## config.mk

```make
export PLATFORM = sky130hd
export DESIGN_NAME = seq_mult16_csa
export DESIGN_NICKNAME = d
export VERILOG_FILES = /design/src/rtl/seq_mult16_csa_pkg.sv /design/src/rtl/seq_mult16_csa_cskipa16.sv /design/src/rtl/seq_mult16_csa.sv
export SDC_FILE = /design/constraint.sdc
export NUM_CORES = 1
export LEC_CHECK = 0
export ABC_AREA = 1
export BUFFER_PORTS_ARGS = -buffer_cell sky130_fd_sc_hd__buf_2
export CORE_MARGIN = 5
export CORE_UTILIZATION = 33
export CTS_CLUSTER_SIZE = 12
export DETAILED_ROUTE_END_ITERATION = 8
export HOLD_SLACK_MARGIN = 0.03
export PLACE_DENSITY_LB_ADDON = 0.15
export REMOVE_ABC_BUFFERS = 1
export SLEW_MARGIN = 15
export SYNTH_ARGS = -nofsm -noshare
export SYNTH_HDL_FRONTEND = slang
export SYNTH_SLANG_ARGS = --single-unit
```

## constraint.sdc

```tcl
create_clock -name clk -period 9.58 [get_ports clk]
set_input_delay 0.958 -clock clk [delete_from_list [all_inputs] [get_ports clk]]
set_output_delay 0.958 -clock clk [all_outputs]
set_load 0.02 [all_outputs]
```

## src/rtl/seq_mult16_csa_pkg.sv

```systemverilog
// Shared constants and state encodings for the sequential 16x16 carry-skip multiplier.
// Other files pick these up with import seq_mult16_csa_pkg::*.
package seq_mult16_csa_pkg;

  localparam int unsigned WIDTH    = 16;
  localparam int unsigned CNT_W    = 5;
  localparam int unsigned PROD_W   = 2 * WIDTH;
  localparam int unsigned SKIP_BLK = 4;

  localparam logic [1:0] ST_IDLE = 2'd0;
  localparam logic [1:0] ST_RUN  = 2'd1;
  localparam logic [1:0] ST_DONE = 2'd2;

  localparam logic [CNT_W-1:0] CNT_LAST = CNT_W'(WIDTH - 1);

  // Partial-product operand: the multiplicand when the current multiplier bit is set, else zero.
  function automatic logic [WIDTH-1:0] gate_mcand(input logic [WIDTH-1:0] mcand,
                                                  input logic             bit_set);
    return bit_set ? mcand : '0;
  endfunction

endpackage

```

## src/rtl/seq_mult16_csa_cskipa16.sv

```systemverilog
// 16-bit carry-skip adder built from four 4-bit ripple blocks.
// A block whose bits all propagate passes its incoming carry straight through.
module CSkipA16
  import seq_mult16_csa_pkg::*;
(
  output logic [WIDTH-1:0] S,
  output logic             cout,
  input  logic [WIDTH-1:0] x,
  input  logic [WIDTH-1:0] y
);

  localparam int unsigned NumBlk = WIDTH / SKIP_BLK;

  logic [WIDTH-1:0] gen;
  logic [WIDTH-1:0] prop;

  assign gen  = x & y;
  assign prop = x ^ y;

  // Carries are walked with procedural variables so the chain is not a combinational loop.
  always_comb begin
    logic blk_cin;
    logic rip_c;
    logic blk_p;
    S       = '0;
    blk_cin = 1'b0;
    for (int blk = 0; blk < NumBlk; blk++) begin
      rip_c = blk_cin;
      blk_p = 1'b1;
      for (int i = 0; i < SKIP_BLK; i++) begin
        S[blk*SKIP_BLK + i] = prop[blk*SKIP_BLK + i] ^ rip_c;
        rip_c = gen[blk*SKIP_BLK + i] | (prop[blk*SKIP_BLK + i] & rip_c);
        blk_p = blk_p & prop[blk*SKIP_BLK + i];
      end
      blk_cin = blk_p ? blk_cin : rip_c;
    end
    cout = blk_cin;
  end

endmodule

```

## src/rtl/seq_mult16_csa.sv

```systemverilog
// Sequential 16x16 unsigned shift-add multiplier, one partial-product add per cycle
// through a single CSkipA16; start/busy/done handshake, product held until the next result.
module seq_mult16_csa
  import seq_mult16_csa_pkg::*;
(
  input  logic              clk,
  input  logic              rst,
  input  logic              start,
  input  logic [WIDTH-1:0]  a,
  input  logic [WIDTH-1:0]  b,
  output logic              busy,
  output logic              done,
  output logic [PROD_W-1:0] product
);

  logic [1:0]        state_q, state_d;
  logic [CNT_W-1:0]  cnt_q, cnt_d;
  logic [WIDTH-1:0]  mcand_q, mcand_d;
  logic [WIDTH-1:0]  acc_hi_q, acc_hi_d;
  logic [WIDTH-1:0]  acc_lo_q, acc_lo_d;
  logic [PROD_W-1:0] product_q, product_d;
  logic              done_q, done_d;

  logic [WIDTH-1:0]  add_y;
  logic [WIDTH-1:0]  add_sum;
  logic              add_cout;

  assign add_y = gate_mcand(mcand_q, acc_lo_q[0]);

  CSkipA16 u_add (
    .S    (add_sum),
    .cout (add_cout),
    .x    (acc_hi_q),
    .y    (add_y)
  );

  always_comb begin
    state_d   = state_q;
    cnt_d     = cnt_q;
    mcand_d   = mcand_q;
    acc_hi_d  = acc_hi_q;
    acc_lo_d  = acc_lo_q;
    product_d = product_q;
    done_d    = 1'b0;
    unique case (state_q)
      ST_IDLE: begin
        if (start) begin
          mcand_d  = a;
          acc_lo_d = b;
          acc_hi_d = '0;
          cnt_d    = '0;
          state_d  = ST_RUN;
        end
      end
      ST_RUN: begin
        // 33-bit right shift: the adder carry lands in bit 31 before the next add.
        {acc_hi_d, acc_lo_d} = {add_cout, add_sum, acc_lo_q[WIDTH-1:1]};
        cnt_d = cnt_q + 1'b1;
        if (cnt_q == CNT_LAST) begin
          state_d = ST_DONE;
        end
      end
      ST_DONE: begin
        product_d = {acc_hi_q, acc_lo_q};
        done_d    = 1'b1;
        state_d   = ST_IDLE;
      end
      default: begin
        state_d = ST_IDLE;
      end
    endcase
  end

  always_ff @(posedge clk) begin
    if (rst) begin
      state_q   <= ST_IDLE;
      cnt_q     <= '0;
      mcand_q   <= '0;
      acc_hi_q  <= '0;
      acc_lo_q  <= '0;
      product_q <= '0;
      done_q    <= 1'b0;
    end else begin
      state_q   <= state_d;
      cnt_q     <= cnt_d;
      mcand_q   <= mcand_d;
      acc_hi_q  <= acc_hi_d;
      acc_lo_q  <= acc_lo_d;
      product_q <= product_d;
      done_q    <= done_d;
    end
  end

  assign busy    = (state_q == ST_RUN) || (state_q == ST_DONE);
  assign done    = done_q;
  assign product = product_q;

endmodule
```

==> results of run 1 <==
-- worst reg2reg max path, delay by kind of cell, from the launching register on --
family,cells,cell delay [ns]
DFF,1,0.74
AOI/OAI and AO/OA,3,0.36
buffers and inverters,4,0.25
adders and majority gates,16,5.91
and+or+nand+nor,7,0.90
-- cell type report --
cell class / instances / area (um2) / share of cell area [%]
Sequential cell: 88 / 1760 / 37.1
Inverter: 62 / 233 / 4.91
Multi-Input combinational cell: 328 / 1890 / 39.9
Clock buffer: 13 / 260 / 5.49
Tap cell: 147 / 184 / 3.88
Timing Repair Buffer: 72 / 370 / 7.81
Clock inverter: 3 / 40.0 / 0.844
-- power groups by stage --
stage          registers, mW  clock network (mW)  logic (mW)
6_report               0.444               0.354       0.206
4_1_cts                0.444               0.366       0.211
5_1_grt                0.451               0.384       0.233
2_1_floorplan          0.475                   0       0.107
3_5_place_dp           0.452                   0       0.210
3_3_place_gp           0.451                   0       0.208
-- kinds of logic after synthesis --
family,synth area share [%]
adders and majority gates,14.0
buffers and inverters,9.27
DFF,43.8
and+or+nand+nor,16.2
AOI/OAI and AO/OA,16.7
-- flip-flops by register name, indices dropped and copies added, names as in the netlist --
signal / flops
done: 1
cnt_q: 5
acc_lo_q: 16
acc_hi_q: 16
product: 32
state_q: 2
mcand_q: 16
-- cells in the final DEF, fill, tap and decap left out, types with 9 or more instances in the layout --
master,n
nor2_1,88
dfxtp_1,88
buf_2,68
nand2_1,66
o21ai_0,62
inv_1,59
a21oi_1,23
ha_1,21
a31oi_1,16
o22ai_1,15
fa_1,15
o21ai_1,9
clkbuf_16,9
-- per-stage QoR --
stage	setup slack (ns)	cells	utilization, %	cell area, um2
2_1_floorplan	1.84	478	-	3880
3_3_place_gp	1.47	697	37.1	4440
3_5_place_dp	1.36	697	37.1	4440
4_1_cts	1.31	713	39.7	4740
5_1_grt	0.899	713	39.7	4740
6_report	1.38	713	39.7	4740
-- path summary, 6_finish.rpt --
check | startpoint | end
worst max-delay path | acc_lo_q[0]$_SDFFE_PP0P_ | acc_hi_q[15]$_SDFFE_PP0P_
worst min-delay path | cnt_q[0]$_SDFFE_PP0P_ | cnt_q[0]$_SDFFE_PP0P_
worst max register to register | acc_lo_q[0]$_SDFFE_PP0P_ | acc_hi_q[15]$_SDFFE_PP0P_
worst min register to register | cnt_q[0]$_SDFFE_PP0P_ | cnt_q[0]$_SDFFE_PP0P_
-- routing by layer --
layer	track usage (%)	up-vias
met5	0	-
met4	5.74	0
met3	2.53	8
met2	22.6	53
met1	17.6	1492
li1	-	1729
==> results_tabular.tex, run 1 <==
\begin{tabular}{lr}
\hline
Metric & Value \\
\hline
\multicolumn{2}{l}{\textbf{Routing}} \\
\quad Highest metal layer used by the detailed router & met4 \\
\quad Number of vias per cell & between 4 and 5 \\
\quad DRT iter0 DRCs & 167 \\
\quad DRT Wirelength & 9470 um \\
\quad Met1 wire length & 4470 um \\
\quad Drc violations & 0 \\
\quad Met3 WL post-DR & between 300 and 400 um \\
\quad Drt wl/cell & 13.3 um \\
\quad Total met2 wirelength after detailed routing & 4540 um \\
\quad Drt pass-1 iters & 4 \\
\quad Vias post-DR & 3282 \\
\quad Count of nets left with antenna violations after detail routing & 0 \\
\multicolumn{2}{l}{\textbf{Pwr}} \\
\quad Power density over cell area & 211 mW/mm2 \\
\quad Pint & 0.695 mW \\
\quad Reported leakage power & 2.13 nW \\
\quad Sequential power share & 44.2\% \\
\quad Final total power & 1.00 mW \\
\quad Sw frac & 30.7\% \\
\quad Fraction of power consumed by combinational cells & about a fifth \\
\quad Net switching power & approximately 0.31 mW \\
\quad Largest vdd supply drop & between 70 and 80 uV \\
\quad Clock network power share & 35.3\% \\
\multicolumn{2}{l}{\textbf{Global routing}} \\
\quad Aggregate global routing overflow & 0 \\
\quad Initial antenna violation count & 0 \\
\quad Vias in the first global route & 3418 \\
\quad Largest net degree at the start of global routing & 49 \\
\quad Global-route total usage across every layer & $\sim$14\% \\
\quad Global-route wire length before repair & 16100 um \\
\multicolumn{2}{l}{\textbf{Layout}} \\
\quad Area growth from synthesis to final layout & 18.0\% \\
\quad Fill cells & about 1200 \\
\quad Antenna Cells & 0 \\
\quad Count of nets after finishing & 632 \\
\quad Ratio of cells with drive above 1 in the final layout & about 16\% \\
\multicolumn{2}{l}{\textbf{Setup path}} \\
\quad CP max stage cell & dfxtp\_1 \\
\quad Cell repeated most along the worst path & fa\_1 \\
\quad Number of buffer and inverter instances along the worst setup path & 4 \\
\quad Crit path kind & reg -> reg \\
\quad Worst Setup End Kind & register \\
\quad CP Depth & 30 \\
\quad Worst EP required & 9.84 ns \\
\quad Category of the worst setup path launch point & register \\
\quad Crit path largest cell delay & between 0.7 and 0.8 ns \\
\quad Peak fanout along the critical path & 18 \\
\quad Cell type group with the largest total delay on the critical path & adder cells \\
\quad Worst R2R Setup Slack & 1.38 ns \\
\quad Arrival time at the worst endpoint & 8.46 ns \\
\quad Cell count of the worst reg-to-reg path & 30 \\
\multicolumn{2}{l}{\textbf{CTS}} \\
\quad Clock buffer depth & 2 \\
\quad Hold\_buf cts & 0 \\
\quad Clock tree from TritonCTS & yes \\
\quad Buffer count from post-CTS setup fixing & 0 \\
\quad Clock sink count & 88 \\
\quad Gates resized, CTS repair & 0 \\
\quad Number of H-tree levels & 3 \\
\quad Clock buffer count from CTS & 9 \\
\quad Clock transition at the register clock pins on the worst setup and hold paths after CTS & 0.06 ns \\
\quad Clock latency on the worst-skew pair & 0.33 ns \\
\quad Root buffer selected by CTS & clkbuf\_16 \\
\multicolumn{2}{l}{\textbf{Floorplan}} \\
\quad Die width & 120 um \\
\quad Die Height & 120 um \\
\quad Core Box Area & 0.0120 mm2 \\
\quad Die area & 0.0145 mm2 \\
\quad Initial cell density of the core & 33.6\% \\
\quad Top Ports & between 60 and 70 \\
\quad Number of placement rows & 40 \\
\multicolumn{2}{l}{\textbf{Min path}} \\
\quad Classification of the worst-slack hold path & reg -> reg \\
\quad Instance count along the most critical hold path & 1 \\
\multicolumn{2}{l}{\textbf{STA}} \\
\quad Total negative slack & 0 ns \\
\quad Post-route clock skew & 0.00778 ns \\
\quad RSZ-0062 raised after global routing & false \\
\quad Relative slew margins & a little under half \\
\quad Worst hold-check slack & 0.491 ns \\
\quad Maximum clock rate & 122 MHz \\
\quad Number of slew-limit violations in the final report & 0 \\
\quad Actual slew at the worst max-slew pin & 0.787 ns \\
\quad Shortest clock period the worst path allows after layout & 8.20 ns \\
\quad Final period util & 85.6\% \\
\quad Number of failing hold endpoints at the final stage & 0 \\
\quad Final setup violation count & 0 \\
\multicolumn{2}{l}{\textbf{Synthesis}} \\
\quad Number of storage elements in the synthesis netlist & 88 \\
\quad Sequential fraction of the synthesis area & 43.8\% \\
\quad Dominant cells by area after synthesis & dfxtp\_1, nor2\_1, o21ai\_0 \\
\quad List of most frequent post-synthesis cells & dfxtp\_1, nor2\_1, nand2\_1, o21ai\_0, inv\_1 \\
\quad Share of Yosys cell area claimed by the top area cell type & 43.8\% \\
\quad Avg Cell Area, Syn & 7.95 um2 \\
\quad Total number of yosys warnings & 0 \\
\quad Post-synth EDFFs & 0 \\
\quad Share of synthesized registers carrying an async set or reset & 0\% \\
\quad Number of distinct library cell variants in the gate-level netlist after synthesis & 27 \\
\quad Library cell with the largest summed area after synthesis & dfxtp\_1 \\
\quad Number of instances in the synthesized netlist & 506 \\
\quad Commonest register cell after synthesis & dfxtp\_1 \\
\quad Syn Std Cell Area & 0.00402 mm2 \\
\multicolumn{2}{l}{\textbf{Place}} \\
\quad Number of buffer cells added on primary ports & 68 \\
\quad Routability Congestion & 0.786 \\
\quad Half-perimeter wire length of the detailed placement result & 6430 um \\
\multicolumn{2}{l}{\textbf{Status}} \\
\quad Run status & finished, final reports clean \\
\multicolumn{2}{l}{\textbf{Flow run}} \\
\quad Max cap viols & 0 \\
\hline
\end{tabular}
Note: power is estimated with default switching activity, not from simulation.
==> inputs of run 2 (changes only) <==
CTS_BUF_LIST = sky130_fd_sc_hd__clkbuf_16   (was unset)
==> run 2 against run 1 <==
Die area did not move. Wire length rose by 0.13%. Power down 1.8%. Cell area down 0.42%. Critical path depth unchanged. Clock power is 5% lower. Via count about the same. Sequential share of layout area grew 0.16 points. Sequential power barely moved. Hold slack better by 0.0015 ns. Register-to-register slack is essentially flat.
==> results_tabular.tex, run 2 (synthesis gave the netlist of run 1 again) <==
\begin{tabular}{lr}
\hline
Metric & Value \\
\hline
\multicolumn{2}{l}{\textbf{Min path}} \\
\quad Instance count along the most critical hold path & 2 \\
\quad Critical hold path startpoint & product[10]\$\_SDFFE\_PP0P\_ \\
\quad Worst min-delay path endpoint & product[10]\$\_SDFFE\_PP0P\_ \\
\quad Classification of the worst-slack hold path & reg -> reg \\
\multicolumn{2}{l}{\textbf{Setup path}} \\
\quad RR Startpoint & acc\_lo\_q[0]\$\_SDFFE\_PP0P\_ \\
\quad Crit path largest cell delay & between 0.7 and 0.8 ns \\
\quad Worst R2R Setup Slack & $\sim$1.4 ns \\
\quad Worst Setup End Kind & register \\
\quad Peak fanout along the critical path & 18 \\
\quad Cell repeated most along the worst path & fa\_1 \\
\quad Worst reg2reg endpoint & acc\_hi\_q[15]\$\_SDFFE\_PP0P\_ \\
\quad Worst EP required & 9.84 ns \\
\quad Category of the worst setup path launch point & register \\
\quad Crit path kind & reg -> reg \\
\quad Arrival time at the worst endpoint & 8.47 ns \\
\quad Cell count of the worst reg-to-reg path & 30 \\
\quad CP max stage cell & dfxtp\_1 \\
\multicolumn{2}{l}{\textbf{CTS}} \\
\quad Clock tree from TritonCTS & yes \\
\quad Buffer count from post-CTS setup fixing & 0 \\
\quad Clock latency on the worst-skew pair & 0.33 ns \\
\quad Clock sink count & 88 \\
\quad Clock buffer depth & 2 \\
\quad Clock buffer count from CTS & 9 \\
\quad Number of H-tree levels & 3 \\
\quad Clock transition at the register clock pins on the worst setup and hold paths after CTS & around 0.060 ns \\
\quad Hold\_buf cts & 0 \\
\quad Gates resized, CTS repair & 0 \\
\quad Root buffer selected by CTS & clkbuf\_16 \\
\multicolumn{2}{l}{\textbf{Global routing}} \\
\quad Aggregate global routing overflow & 0 \\
\quad Met1 Use GR & 17.6\% \\
\quad Largest net degree at the start of global routing & 49 \\
\quad M2 GR Usage & between 20\% and 30\% \\
\quad Most Used Layer, Global Route & met2 \\
\quad Met3 Use GR & 2.53\% \\
\quad Global-route total usage across every layer & 13.7\% \\
\quad Initial antenna violation count & 0 \\
\quad Vias in the first global route & 3418 \\
\quad Global-route wire length before repair & 16100 um \\
\multicolumn{2}{l}{\textbf{Routing}} \\
\quad Number of vias per cell & around 4.6 \\
\quad Vias post-DR & approximately 3300 \\
\quad Drc violations & 0 \\
\quad DRT Wirelength & 9480 um \\
\quad Drt pass-1 iters & 4 \\
\quad Count of nets left with antenna violations after detail routing & 0 \\
\quad DRT iter0 DRCs & 165 \\
\quad Drt wl/cell & between 10 and 15 um \\
\multicolumn{2}{l}{\textbf{Floorplan}} \\
\quad Core Box Area & about 0.012 mm2 \\
\quad Number of placement rows & 40 \\
\quad Die area & 0.0145 mm2 \\
\quad Initial cell density of the core & between 30\% and 40\% \\
\quad Die Height & 120 um \\
\quad Die width & 120 um \\
\quad Top Ports & 69 \\
\multicolumn{2}{l}{\textbf{STA}} \\
\quad Final period util & roughly 86\% \\
\quad Number of failing hold endpoints at the final stage & 0 \\
\quad Maximum clock rate & 122 MHz \\
\quad Actual slew at the worst max-slew pin & about 0.8 ns \\
\quad Final setup violation count & 0 \\
\quad Post-route worst setup slack & 1.37 ns \\
\quad Relative slew margins & 46.8\% \\
\quad Post-route clock skew & 0.00805 ns \\
\quad Total negative slack & 0 ns \\
\quad Worst hold-check slack & 0.493 ns \\
\quad Number of slew-limit violations in the final report & 0 \\
\quad Shortest clock period the worst path allows after layout & between 8 and 9 ns \\
\quad RSZ-0062 raised after global routing & false \\
\multicolumn{2}{l}{\textbf{Layout}} \\
\quad Leading cell types in the layout, fill and taps excluded & nor2\_1, dfxtp\_1, buf\_2, nand2\_1, o21ai\_0 \\
\quad Flip-flop count of the largest register, all copies and words added & 32 \\
\quad Count of nets after finishing & approximately 630 \\
\quad Area growth from synthesis to final layout & 17.5\% \\
\quad Post-layout instance area & 0.00472 mm2 \\
\quad Ratio of cells with drive above 1 in the final layout & 16.1\% \\
\quad Fill cells & approximately 1200 \\
\quad Antenna Cells & 0 \\
\multicolumn{2}{l}{\textbf{Flow run}} \\
\quad Max cap viols & 0 \\
\multicolumn{2}{l}{\textbf{Place}} \\
\quad Routability Congestion & 0.786 \\
\quad Number of buffer cells added on primary ports & 68 \\
\quad Setup slack after placement & 1.36 ns \\
\quad Half-perimeter wire length of the detailed placement result & 6430 um \\
\quad Cell area after placement & between 0.004 and 0.005 mm2 \\
\multicolumn{2}{l}{\textbf{Pwr}} \\
\quad Reported leakage power & 2.13 nW \\
\quad Largest vdd supply drop & 74.3 uV \\
\quad Power density over cell area & 208 mW/mm2 \\
\quad Final total power & 0.985 mW \\
\multicolumn{2}{l}{\textbf{Status}} \\
\quad Run status & finished, final reports clean \\
\hline
\end{tabular}
-- run 2: cell types whose count changed in the layout (fill, tap and decap cells not counted) --
cell / change
clkbuf_1: -2
clkinv_1: +2
clkbuf_8: -2
inv_1: +2
-- run 2: layer usage --
layer | part of all wire (%) | vias up | routed length [um]
li1 | - | 1728 | -
met1 | 47 | 1498 | 4460
met2 | 48 | 51 | 4570
met3 | 3.8 | 6 | 358
met4 | 0.93 | 0 | 88
met5 | 0 | - | 0
-- run 2: where the power goes --
group	total, mW	switching (mW)	internal, mW
Clock	0.335	0.138	0.197
Sequential	0.444	0.0288	0.415
Combinational	0.206	0.142	0.0643
Total	0.985	0.308	0.677
-- run 2: metrics by stage --
step / cells / util, %
5_1_grt: 713 / 39.5
6_report: 713 / 39.5
4_1_cts: 713 / 39.5
3_5_place_dp: 697 / 37.1
2_1_floorplan: 478 / -
3_3_place_gp: 697 / 37.1
-- run 2: layout make-up --
type	instances	area (um2)	share of cell area, %
sequential	88	1760	37.3
inverter	62	233	4.93
timing repair buffer	72	370	7.84
clock inverter	7	55.1	1.17
tap	147	184	3.89
multi-input combinational	328	1890	40.1
clock buffer	9	225	4.77
-- run 2: worst max path at each step --
| stage | cells after the start | startpoint | end |
|---|---|---|---|
| after floorplan | 28 | acc_lo_q[0]$_SDFFE_PP0P_ | acc_hi_q[14]$_SDFFE_PP0P_ |
| after global placement | 28 | acc_lo_q[0]$_SDFFE_PP0P_ | acc_hi_q[14]$_SDFFE_PP0P_ |
| after detailed placement | 30 | acc_lo_q[0]$_SDFFE_PP0P_ | acc_hi_q[15]$_SDFFE_PP0P_ |
| after CTS | 30 | acc_lo_q[0]$_SDFFE_PP0P_ | acc_hi_q[15]$_SDFFE_PP0P_ |
| after global routing | 30 | acc_lo_q[0]$_SDFFE_PP0P_ | acc_hi_q[15]$_SDFFE_PP0P_ |
| final | 30 | acc_lo_q[0]$_SDFFE_PP0P_ | acc_hi_q[15]$_SDFFE_PP0P_ |
-- run 2: critical path: cells and delay by family (launching register included) --
| kind | cells | cell delay, ns |
|---|---|---|
| fa+ha+maj | 16 | 5.90 |
| compound gates | 3 | 0.36 |
| buf+inv | 4 | 0.26 |
| simple gates | 7 | 0.90 |
| flops | 1 | 0.75 |
==> inputs of run 3 (changes only) <==
CORE_UTILIZATION = 40   (was 33)
==> run 3 against run 2 <==
Maximum frequency down 1.3%. Setup slack got worse by 0.11 ns. Sequential share of layout area fell by 0.29 points. Critical path type unchanged.
==> results_tabular.tex, run 3 (synthesis gave the netlist of run 1 again) <==
\begin{tabular}{lr}
\hline
Metric & Value \\
\hline
\multicolumn{2}{l}{\textbf{Setup path}} \\
\quad Peak fanout along the critical path & 18 \\
\quad Arrival time at the worst endpoint & around 8.6 ns \\
\quad RR Startpoint & acc\_lo\_q[0]\$\_SDFFE\_PP0P\_ \\
\quad Start point of the critical path & acc\_lo\_q[0]\$\_SDFFE\_PP0P\_ \\
\quad Crit path largest cell delay & 0.76 ns \\
\quad CP max stage cell & dfxtp\_1 \\
\quad Cell count of the worst reg-to-reg path & 28 \\
\quad Worst Setup End Kind & register \\
\quad Worst R2R Setup Slack & 1.26 ns \\
\quad Crit path kind & reg -> reg \\
\quad Worst EP required & 9.86 ns \\
\quad Worst reg2reg endpoint & acc\_hi\_q[14]\$\_SDFFE\_PP0P\_ \\
\quad Category of the worst setup path launch point & register \\
\quad Cell repeated most along the worst path & fa\_1 \\
\multicolumn{2}{l}{\textbf{STA}} \\
\quad Final setup violation count & 0 \\
\quad Number of failing hold endpoints at the final stage & 0 \\
\quad Actual slew at the worst max-slew pin & 0.875 ns \\
\quad Number of slew-limit violations in the final report & 0 \\
\quad Post-route clock skew & 0.00598 ns \\
\quad Total negative slack & 0 ns \\
\quad RSZ-0062 raised after global routing & false \\
\quad Shortest clock period the worst path allows after layout & 8.32 ns \\
\quad Relative slew margins & between 40\% and 50\% \\
\quad Worst hold-check slack & 0.479 ns \\
\quad Maximum clock rate & 120 MHz \\
\quad Final period util & 86.8\% \\
\multicolumn{2}{l}{\textbf{Pwr}} \\
\quad Power density over cell area & 220 mW/mm2 \\
\quad Reported leakage power & roughly 2.1 nW \\
\quad Largest vdd supply drop & approximately 93 uV \\
\multicolumn{2}{l}{\textbf{Layout}} \\
\quad Fill cells & 981 \\
\quad Antenna Cells & 0 \\
\quad Fraction of the core area covered by cells at the end of the flow & just under 50\% \\
\quad Count of nets after finishing & between 600 and 700 \\
\quad Leading cell types in the layout, fill and taps excluded & nor2\_1, dfxtp\_1, buf\_2, nand2\_1, o21ai\_0 \\
\quad Flip-flop count of the largest register, all copies and words added & 32 \\
\quad Ratio of cells with drive above 1 in the final layout & 16.4\% \\
\quad Post-route non-filler standard cell count & 699 \\
\quad Area growth from synthesis to final layout & 18.4\% \\
\multicolumn{2}{l}{\textbf{Global routing}} \\
\quad Most Used Layer, Global Route & met2 \\
\quad Aggregate global routing overflow & 0 \\
\quad Initial antenna violation count & 0 \\
\quad Vias in the first global route & between 3000 and 4000 \\
\quad M2 GR Usage & 27.8\% \\
\quad Global-route wire length before repair & 15800 um \\
\quad Met3 Use GR & under 10\% \\
\quad Global-route total usage across every layer & 16.8\% \\
\quad Largest net degree at the start of global routing & 48 \\
\quad Met1 Use GR & 21.4\% \\
\multicolumn{2}{l}{\textbf{Place}} \\
\quad Placed cell count & 683 \\
\quad Routability Congestion & 0.811 \\
\quad Number of buffer cells added on primary ports & between 60 and 70 \\
\quad Half-perimeter wire length of the detailed placement result & 6360 um \\
\multicolumn{2}{l}{\textbf{CTS}} \\
\quad Gates resized, CTS repair & 0 \\
\quad Clock sink count & just under 90 \\
\quad Clock transition at the register clock pins on the worst setup and hold paths after CTS & around 0.06 ns \\
\quad Clock buffer depth & 2 \\
\quad Root buffer selected by CTS & clkbuf\_16 \\
\quad Clock buffer count from CTS & 9 \\
\quad Hold\_buf cts & 0 \\
\quad Buffer count from post-CTS setup fixing & 0 \\
\quad Clock tree from TritonCTS & yes \\
\quad Number of H-tree levels & 3 \\
\quad Clock latency on the worst-skew pair & around 0.34 ns \\
\multicolumn{2}{l}{\textbf{Routing}} \\
\quad Drc violations & 0 \\
\quad Number of vias per cell & 4.80 \\
\quad Drt pass-1 iters & 4 \\
\quad Count of nets left with antenna violations after detail routing & 0 \\
\quad DRT Wirelength & 9460 um \\
\quad Vias post-DR & 3355 \\
\quad Drt wl/cell & 13.5 um \\
\quad DRT iter0 DRCs & 153 \\
\multicolumn{2}{l}{\textbf{Min path}} \\
\quad Critical hold path startpoint & cnt\_q[0]\$\_SDFFE\_PP0P\_ \\
\quad Classification of the worst-slack hold path & reg -> reg \\
\quad Worst min-delay path endpoint & cnt\_q[0]\$\_SDFFE\_PP0P\_ \\
\quad Instance count along the most critical hold path & 1 \\
\multicolumn{2}{l}{\textbf{Floorplan}} \\
\quad Core Box Area & 0.00977 mm2 \\
\quad Initial cell density of the core & approximately 41\% \\
\quad Number of placement rows & 36 \\
\quad Die area & 0.0122 mm2 \\
\quad Die Height & 110 um \\
\quad Die width & 110 um \\
\quad Top Ports & 69 \\
\multicolumn{2}{l}{\textbf{Flow run}} \\
\quad Max cap viols & 0 \\
\multicolumn{2}{l}{\textbf{Status}} \\
\quad Run status & finished, final reports clean \\
\hline
\end{tabular}
run 3: cell types whose count changed in the layout (fill, tap and decap cells not counted):
cell,delta
clkinvlp_4,+1
inv_1,-2
bufinv_16,+2
clkinv_2,-1
run 3: worst max-delay path by stage:
stage | to | slack [ns]
2_1_floorplan | acc_hi_q[14]$_SDFFE_PP0P_ | 1.84
3_3_place_gp | acc_hi_q[14]$_SDFFE_PP0P_ | 1.52
3_5_place_dp | acc_hi_q[14]$_SDFFE_PP0P_ | 1.27
4_1_cts | acc_hi_q[14]$_SDFFE_PP0P_ | 1.24
5_1_grt | acc_hi_q[15]$_SDFFE_PP0P_ | 0.90
6_report | acc_hi_q[14]$_SDFFE_PP0P_ | 1.26
run 3: critical path, delay by kind of cell, from the launching register on:
| kind | cells | cell delay (ns) |
|---|---|---|
| flip-flops | 1 | 0.76 |
| AND/OR/NAND/NOR | 5 | 0.77 |
| AO/OA/AOI/OAI | 3 | 0.43 |
| adder cells (fa/ha/maj) | 16 | 6.06 |
| buffers and inverters | 4 | 0.24 |
run 3: metal layers:
| layer | wire length [um] | part of all wire [%] |
|---|---|---|
| met1 | 4430 | 47 |
| met2 | 4570 | 48 |
| met3 | 294 | 3.1 |
| met4 | 164 | 1.7 |
| met5 | 0 | 0 |
run 3: layout make-up:
cell class	count	area (um2)	share of cell area, %
Tap cell	133	166	3.50
Inverter	62	233	4.89
Clock buffer	9	225	4.73
Sequential cell	88	1760	37.0
Clock inverter	7	110	2.31
Timing Repair Buffer	72	370	7.78
Multi-Input combinational cell	328	1890	39.8
run 3: power by group:
group / internal, mW / switching (mW)
combinational: 0.0645 / 0.143
sequential: 0.415 / 0.0296
clock: 0.252 / 0.141
run 3: per-stage QoR:
stage / cell area [um2] / power [mW] / worst slack, ns
finish: 4760 / 1.05 / 1.26
global route: 4760 / 1.11 / 0.901
global placement: 4430 / 0.656 / 1.52
detailed placement: 4430 / 0.660 / 1.27
floorplan: 3880 / 0.581 / 1.84
CTS: 4760 / 1.06 / 1.24
